$ cat config.mk
export PLATFORM = sky130hd
export DESIGN_NAME = cp0_irq_nest
export DESIGN_NICKNAME = d
export VERILOG_FILES = /design/src/rtl/cp0_irq_nest.sv
export SDC_FILE = /design/constraint.sdc
export NUM_CORES = 1
export LEC_CHECK = 0
export CAP_MARGIN = 20
export CORE_ASPECT_RATIO = 0.75
export CORE_MARGIN = 8
export CORE_UTILIZATION = 55
export CTS_CLUSTER_DIAMETER = 120
export DETAILED_ROUTE_END_ITERATION = 16
export HOLD_SLACK_MARGIN = 0.1
export PLACE_DENSITY = 0.81
export RECOVER_POWER = 25
export SYNTH_ARGS = -nofsm -noshare
export SYNTH_HDL_FRONTEND = slang
export SYNTH_SLANG_ARGS = --single-unit
$ cat constraint.sdc
create_clock -name clk -period 3.93 [get_ports clk]
set_clock_uncertainty 0.2 [all_clocks]
set_input_delay 0.393 -clock clk [delete_from_list [all_inputs] [get_ports clk]]
set_output_delay 0.393 -clock clk [all_outputs]
set_load 0.005 [all_outputs]
$ cat src/rtl/cp0_irq_nest.sv
// MIPS-style coprocessor 0: Status/Cause/EPC, Count/Compare timer, hardware interrupt
// sampling and a bounded stack of {EPC, IE} so traps can nest up to NEST_DEPTH deep.
module cp0_irq_nest #(
    parameter int unsigned NUM_IRQ    = 5,
    parameter int unsigned NEST_DEPTH = 4,
    parameter int unsigned TIMER_DIV  = 1,
    parameter logic [31:0] EXC_BASE   = 32'h00400004
) (
    input  logic                                  clk,
    input  logic                                  rst,
    input  logic                                  mfc0,
    input  logic                                  mtc0,
    input  logic [4:0]                            addr,
    input  logic [31:0]                           wdata,
    input  logic [31:0]                           pc,
    input  logic                                  exception,
    input  logic [4:0]                            exc_code,
    input  logic                                  eret,
    input  logic [NUM_IRQ-1:0]                    irq,
    output logic [31:0]                           rdata,
    output logic [31:0]                           status,
    output logic [31:0]                           epc_out,
    output logic                                  trap_take,
    output logic [31:0]                           exc_vector,
    output logic [$clog2(NEST_DEPTH+1)-1:0]       nest_level,
    output logic                                  nest_ovf
);

    localparam int unsigned LW = $clog2(NEST_DEPTH + 1);
    localparam int unsigned IW = (NEST_DEPTH > 1) ? $clog2(NEST_DEPTH) : 1;
    localparam int unsigned DW = (TIMER_DIV > 1) ? $clog2(TIMER_DIV) : 1;
    localparam logic [LW-1:0] DEPTH    = LW'(NEST_DEPTH);
    localparam logic [DW-1:0] DIV_LAST = DW'(TIMER_DIV - 1);

    localparam logic [4:0] R_COUNT   = 5'd9;
    localparam logic [4:0] R_COMPARE = 5'd11;
    localparam logic [4:0] R_STATUS  = 5'd12;
    localparam logic [4:0] R_CAUSE   = 5'd13;
    localparam logic [4:0] R_EPC     = 5'd14;

    logic [31:0]   count;
    logic [31:0]   compare;
    logic          ie;
    logic [7:0]    im;
    logic [6:0]    ip_hw;
    logic          ip_tmr;
    logic [4:0]    exc_code_q;
    logic [31:0]   epc;
    logic          ovf;
    logic [LW-1:0] level;
    logic [DW-1:0] div_cnt;
    logic [31:0]   epc_stk [NEST_DEPTH];
    logic [NEST_DEPTH-1:0] ie_stk;

    logic [7:0]    ip;
    logic          int_req;
    logic          wr;
    logic          wr_count;
    logic          wr_compare;
    logic          wr_status;
    logic          wr_cause;
    logic          wr_epc;
    logic          tick;
    logic [31:0]   count_inc;
    logic [IW-1:0] push_idx;
    logic [IW-1:0] pop_idx;
    logic [31:0]   cause;
    logic          unused_wdata;

    assign ip        = {ip_tmr, ip_hw};
    assign int_req   = ie & |(ip & im);
    assign trap_take = (exception | int_req) & ~eret & (level < DEPTH);

    // A trap, an eret or a dropped exception all outrank a coincident register write.
    assign wr         = mtc0 & ~eret & ~exception & ~trap_take;
    assign wr_count   = wr & (addr == R_COUNT);
    assign wr_compare = wr & (addr == R_COMPARE);
    assign wr_status  = wr & (addr == R_STATUS);
    assign wr_cause   = wr & (addr == R_CAUSE);
    assign wr_epc     = wr & (addr == R_EPC);

    assign tick      = (div_cnt == DIV_LAST);
    assign count_inc = count + 32'd1;
    assign push_idx  = IW'(level);
    assign pop_idx   = IW'(level - LW'(1));

    assign status       = {16'h0000, im, 7'h00, ie};
    assign cause        = {16'h0000, ip, 1'b0, exc_code_q, 2'b00};
    assign epc_out      = epc;
    assign exc_vector   = EXC_BASE;
    assign nest_level   = level;
    assign nest_ovf     = ovf;
    assign unused_wdata = ^{wdata[30:16], wdata[7], wdata[1]};

    always_comb begin
        rdata = 32'h0;
        if (mfc0) begin
            case (addr)
                R_COUNT:   rdata = count;
                R_COMPARE: rdata = compare;
                R_STATUS:  rdata = status;
                R_CAUSE:   rdata = cause;
                R_EPC:     rdata = epc;
                default:   rdata = 32'h0;
            endcase
        end
    end

    always_ff @(posedge clk) begin
        if (rst) begin
            count      <= 32'h0;
            compare    <= 32'hFFFF_FFFF;
            ie         <= 1'b1;
            im         <= 8'hFF;
            ip_hw      <= 7'h00;
            ip_tmr     <= 1'b0;
            exc_code_q <= 5'd0;
            epc        <= 32'h0;
            ovf        <= 1'b0;
            level      <= '0;
            div_cnt    <= '0;
            ie_stk     <= '0;
            for (int i = 0; i < int'(NEST_DEPTH); i++) begin
                epc_stk[i] <= 32'h0;
            end
        end else begin
            div_cnt <= tick ? '0 : div_cnt + DW'(1);
            ip_hw   <= 7'(irq);

            // Timer: a Count write replaces this cycle's increment; a Compare write acks IP[15].
            if (wr_count) begin
                count <= wdata;
            end else if (tick) begin
                count <= count_inc;
            end
            if (wr_compare) begin
                compare <= wdata;
                ip_tmr  <= 1'b0;
            end else if (tick && !wr_count && count_inc == compare) begin
                ip_tmr <= 1'b1;
            end

            if (eret) begin
                if (level != '0) begin
                    epc   <= epc_stk[pop_idx];
                    ie    <= ie_stk[pop_idx];
                    level <= level - LW'(1);
                end
            end else if (trap_take) begin
                epc_stk[push_idx] <= epc;
                ie_stk[push_idx]  <= ie;
                epc               <= pc;
                ie                <= 1'b0;
                exc_code_q        <= exception ? exc_code : 5'd0;
                level             <= level + LW'(1);
            end else begin
                if (exception) begin
                    ovf <= 1'b1;
                end
                if (wr_status) begin
                    ie <= wdata[0];
                    im <= wdata[15:8];
                    if (wdata[31]) begin
                        ovf <= 1'b0;
                    end
                end
                if (wr_cause) begin
                    exc_code_q <= wdata[6:2];
                end
                if (wr_epc) begin
                    epc <= wdata;
                end
            end
        end
    end

endmodule

==> summary.md, run 1 <==
| Metric | Value |
|---|---|
| Outcome | finished, violations left |
| Failing checks | capacitance limit, slew limit |
| Die height | 152.7 um |
| Worst skew pair latency | 540 ps |
| Die Span X | 198.2 um |
| Hpwl dp | between 20000 and 30000 um |
| VDD IR max | 0.3436 mV |
| Area grow syn2layout | 18.64% |
| Synth unique cells | 66 |
| Total power | approximately 7.6 mW |
| Synth warnings | 0 |
| Max-slew violation count | 73 |
| Routability cong. | 0.9554 |
| Critical Path AT | 3750 ps |
| 1st-pass router iterations | 7 |
| Synthesized flop and latch total | 253 |
| Total track usage | 27.03% |
| Most instantiated cells after synthesis | nand2_1, and2_1, edfxtp_1, dfxtp_1, nor2_1 |
| Final setup TNS | 0 ps |
| Die area | 0.03026 sq mm |
| Slew margin rel. | -28.24% |
| Worst path required time | between 4000 and 5000 ps |
| Worst Tran Pin Value | 1924 ps |
| WL/cell | 23.00 um |
| Crit Path Class | reg -> reg |
| Clock Path Buffers | 3 |
| Total global routing overflow | 0 |
| CP most frequent cell | nand2_1 |
| Share of layout cells above drive strength 1 | 10.80% |
| Share of flip-flops with an asynchronous set or reset | 0% |
| Startpoint types | flop |
| Unrepaired setup endpoints after global routing | false |
| Fin crit share | 88.73% |
| Via count of the first global-routing pass | ~11000 |
| Row count | 50 |
| Synthesized instance count | 1367 |
| Critical Path Sink Type | flop |
| Fmax | around 290 MHz |
| Most frequent cell after synthesis | nand2_1 |
| Global-route wire length before repair | 64280 um |
| Sequential element share of the synthesized area | 46.33% |
| Clock Tree Root | clkbuf_16 |
| Reg clk slew, reported paths | 70 ps |
| DR vias | 11100 |
| Synth area leaders | edfxtp_1, dfxtp_1, and2_1 |
| Io pins | between 200 and 250 |
| Post-synth EDFFs | 128 |
| Mapped Area | 0.01370 sq mm |
| # Post-CTS Setup Buffers | 0 |
| Number of CTS-inserted buffers | 25 |
| Power per cell area | 469.1 mW/mm^2 |
| Max incr delay on CP | 1230 ps |
| Vias/cell | approximately 6.0 |
| Maximum fanout along the worst path | 29 |
| # fillers | 1936 |
| Port bufs | 162 |
| Initial antenna violation count | 1 |
| MaxCap Viol Count | 2 |
| Main synth FF type | edfxtp_1 |
| Starting density of the core | 55.43% |
| CTS HTree Levels | 1 |
| Syn Area/Cell | 10.02 sq um |
| Max stage delay cell, worst path | clkbuf_1 |
| WL final | 42270 um |
| Tightest Hold Check Type | in -> reg |
| Yosys top cell area share | 28.06% |
| Total clock sinks | 253 |
| Finish-stage setup viols | 0 |
| Synth area leader | edfxtp_1 |
| Leak | between 5 and 6 nW |
| Critical path, cell by cell | nor2_1 -> nor3_1 -> nand2_1 -> buf_4 -> nand2b_1 -> clkbuf_1 -> nand2_1 -> nand3b_1 |
| Core box area | 0.02471 sq mm |
| N_diodes | 0 |
| Fin crit period | 3487 ps |
| DRC Markers | 0 |
| Routed Antenna Nets | 0 |
| Initial drt markers | 1359 |
| Largest net degree at the start of global routing | 56 |
| CTS tree | yes |
| Layout Nets | 1573 |
| Final Hold Vio Count | 0 |
-- power by group --
part	switching [mW]	internal, mW	total, mW
combinational	0.980	0.872	1.85
clock	1.04	1.39	2.43
sequential	0.298	3.04	3.34
-- path summary, 6_finish.rpt --
check / from / endpoint / slack, ps / cells after the start
max: ie / compare[24] / 440 / 8
min: irq[1] / ip_hw[1] / 220 / 2
max reg2reg: ie / compare[24] / 440 / 8
min reg2reg: compare[17] / compare[17] / 300 / 2
-- cells in the final DEF (no fill, tap or decap), drive strengths merged, types with 45 or more instances in the layout --
master         instances
nand2                140
and2                 131
edfxtp               128
dfxtp                125
clkdlybuf4s50        117
nor2                 113
conb                  56
xnor2                 51
a21oi                 48
dlygate4sd3           45
-- kinds of logic (layout without fill, tap and decap cells) --
kind of cell	after synthesis	after routing	share of synthesized area (%)
AO/OA/AOI/OAI	209	209	10.62
XOR/XNOR	73	73	4.668
adder cells (fa/ha/maj)	6	6	0.5481
buffers and inverters	172	251	6.522
flip-flops	253	253	46.33
multiplexers	76	76	8.897
other	2	56	0.05483
AND/OR/NAND/NOR	576	576	22.35
-- through the flow --
step | hold slack, ps | utilization (%) | instance area, sq um | worst slack, ps | instances
final | 217.0 | 65.76 | 16250 | 442.8 | 1838
after global routing | 234.0 | 65.76 | 16250 | 283.1 | 1838
after CTS | 210.7 | 65.77 | 16250 | 511.3 | 1836
after detailed placement | 285.4 | 62.41 | 15420 | 558.1 | 1790
after global placement | 273.5 | 62.41 | 15420 | 573.2 | 1790
after floorplan | 258.2 | - | 13900 | 989.9 | 1421
-- area by class of cell --
| class | instances | area, sq um | area share (%) |
|---|---|---|---|
| Timing Repair Buffer | 195 | 1914 | 11.78 |
| Multi-Input combinational cell | 996 | 6703 | 41.25 |
| Clock buffer | 32 | 704.4 | 4.335 |
| Inverter | 11 | 41.29 | 0.2541 |
| Sequential cell | 253 | 6347 | 39.06 |
| Clock inverter | 13 | 117.6 | 0.7237 |
| Tap cell | 338 | 422.9 | 2.602 |
-- worst max-delay path: cells and delay by family, from the launching register on --
| kind | cells | cell delay, ps |
|---|---|---|
| buf+inv | 2 | 1520 |
| flops | 1 | 550 |
| simple gates | 6 | 1120 |
-- flip-flops by register name, summed over array words and instances (netlist names), 3 cells and up --
name / cells
im: 8
exc_code_q: 5
nest_level: 3
compare: 32
count: 32
epc_stk: 128
ie_stk: 4
epc_out: 32
ip_hw: 5
-- repair_timing --
action | 4_1_cts | 5_1_grt
hold buffers | 1 | 0
resized for setup | 0 | 0
endpoints found under the hold margin | 1 | 0
-- routing by layer --
| metal | wire length, um | vias to the layer above | track usage [%] |
|---|---|---|---|
| li1 | - | 5017 | - |
| met1 | 17400 | 5320 | 37.88 |
| met2 | 18850 | 674 | 41.79 |
| met3 | 5015 | 87 | 6.577 |
| met4 | 989 | 2 | 5.962 |
| met5 | 9 | - | 0 |
Power figures use the tool's default switching activity.
==> run 2, diff against run 1 <==
--- a/config.mk
+++ b/config.mk
@@ -5,6 +5,7 @@
 export SDC_FILE = /design/constraint.sdc
 export NUM_CORES = 1
 export LEC_CHECK = 0
+export ABC_CLOCK_PERIOD_IN_PS = 3930
 export CAP_MARGIN = 20
 export CORE_ASPECT_RATIO = 0.75
 export CORE_MARGIN = 8
==> results of run 2 <==
The final DEF is identical to that of run 1; final timing and power are the same.
==> RTL change (flow settings as in run 2) <==
Set the parameter `NEST_DEPTH` to 16 (it was 4).
--- a/src/rtl/cp0_irq_nest.sv
+++ b/src/rtl/cp0_irq_nest.sv
@@ -3,5 +3,5 @@
 module cp0_irq_nest #(
     parameter int unsigned NUM_IRQ    = 5,
-    parameter int unsigned NEST_DEPTH = 4,
+    parameter int unsigned NEST_DEPTH = 16,
     parameter int unsigned TIMER_DIV  = 1,
     parameter logic [31:0] EXC_BASE   = 32'h00400004
Interface: changed (resized nest_level); port bits go from 218 to 220. The function was not compared with the original's and may differ.
==> RTL change against run 2 <==
The flow still finishes with violations (max-capacitance violations, max-slew violations); wire length is 130% higher; maximum frequency shrank 6.1%; synthesized area rose by 130%; sequential power rose to 2.7 times the old value; cell count increased by 86%; utilization fell by 2.5 points; sequential cell count grew 398; first-iteration DRC count up 110%; cell area is 120% higher; worst setup slack lost 0.23 ns; power grew to 2.9 times the old value; sequential share of layout area up 11 points; critical path depth rose by 1; largest power group unchanged; highest routed layer is now met4.
==> RTL change: results (changes against run 2) <==
status - finished, violations left
failing checks - max-capacitance violations, max-slew violations
fill cell count - 4266 (+120%)
Worst EP arrival - 4.10 ns (+0.35 ns)
TritonCTS buffer count - 59 (+140%)
met3 usage - 0.0676 (+0.00182)
first-pass GRT wire length - 140000 um (+120%)
setup slack, reg-to-reg - 0.21 ns (-0.23 ns)
DP Cell Count - 3304 (+85%)
maximum VDD drop - 780 uV (+130%)
H-Tree Level Count - 2 (+1)
DP HPWL - 61700 um (+110%)
Post-Syn Instances - 2478 (+81%)
Slowest-stage cell, CP - dfxtp_1
Final GP Congestion - 1.01 (+5.9%)
share of cells above drive strength 1 - 0.150 (+0.0420)
seq_cells - 651 (+160%)
GR Util met2 - 0.435 (+0.0173)
Non-clk bufs - 257 (+32%)
clk_lat worst skew - 0.65 ns (+0.11 ns)
port bufs - 164 (+1.2%)
Synth cell types - 61 (-7.6%)
DR WL/cell - 27.9 um (+21%)
Non-clock inverters - 14 (+3)
Slew Limit Headroom - -0.163 (+0.119)
DR pass1 iterations - 6 (-1)
reg2reg end - ip_tmr
max_cap viols - 1 (-1)
Seq/Total Area, Yosys - 0.571 (+0.108)
Net Switching - 7.62 mW (+230%)
Hold Path Origin - irq[4]
Final Max Tran Viols - 42 (-42%)
initial drt markers - 2912 (+110%)
CP max stage delay - 0.60 ns (-0.63 ns)
pin count of the biggest net entering global routing - 74 (+32%)
clk tree area frac - 0.0527 (+0.00209)
==> RTL change: cell families after synthesis <==
family                     Yosys count  share of synthesized area
and+or+nand+nor                    976                      0.171
DFF                                651                      0.571
buffers and inverters              277                     0.0395
AOI/OAI and AO/OA                  250                     0.0532
muxes                              234                      0.140
xor gates and xnor gates            82                     0.0226
adders and majority gates            6                    0.00236
other                                2                   0.000236
==> RTL change: stage by stage <==
stage / instance area (um2) / worst slack, ns
5_1_grt: 36200 / 0.111
3_3_place_gp: 34400 / 0.452
2_1_floorplan: 32000 / 0.0960
4_1_cts: 36300 / 0.360
3_5_place_dp: 34400 / 0.400
6_report: 36200 / 0.214
==> RTL change: metal layers <==
metal	vias up	part of all wire
met5	-	0
li1	9066	-
met4	0	0.036
met3	209	0.11
met2	1275	0.46
met1	10700	0.39
==> RTL change: repair_timing <==
item | CTS | global route
hold buffers | 2 | 0
buffers inserted | 0 | 0
gates resized for setup | 0 | 0
endpoints found under the hold margin | 20 | 0
==> RTL change: worst max-delay path by stage <==
stage,cells after the start,to,slack [ns],startpoint
2_1_floorplan,14,epc_out[22],0.1,nest_level[0]
3_3_place_gp,8,ip_tmr,0.45,count[8]
3_5_place_dp,9,ip_tmr,0.40,count[8]
4_1_cts,9,ip_tmr,0.36,count[8]
5_1_grt,9,ip_tmr,0.11,count[8]
6_report,9,ip_tmr,0.21,count[8]
==> RTL change: power groups by stage <==
| stage | sequential, mW | combinational, mW | clock [mW] |
|---|---|---|---|
| 6_report | 8.89 | 7.48 | 5.79 |
| 5_1_grt | 8.97 | 7.81 | 6.07 |
| 4_1_cts | 8.89 | 7.56 | 5.82 |
| 3_5_place_dp | 9.02 | 7.52 | 0 |
| 3_3_place_gp | 8.96 | 7.40 | 0 |
| 2_1_floorplan | 8.55 | 4.83 | 0 |
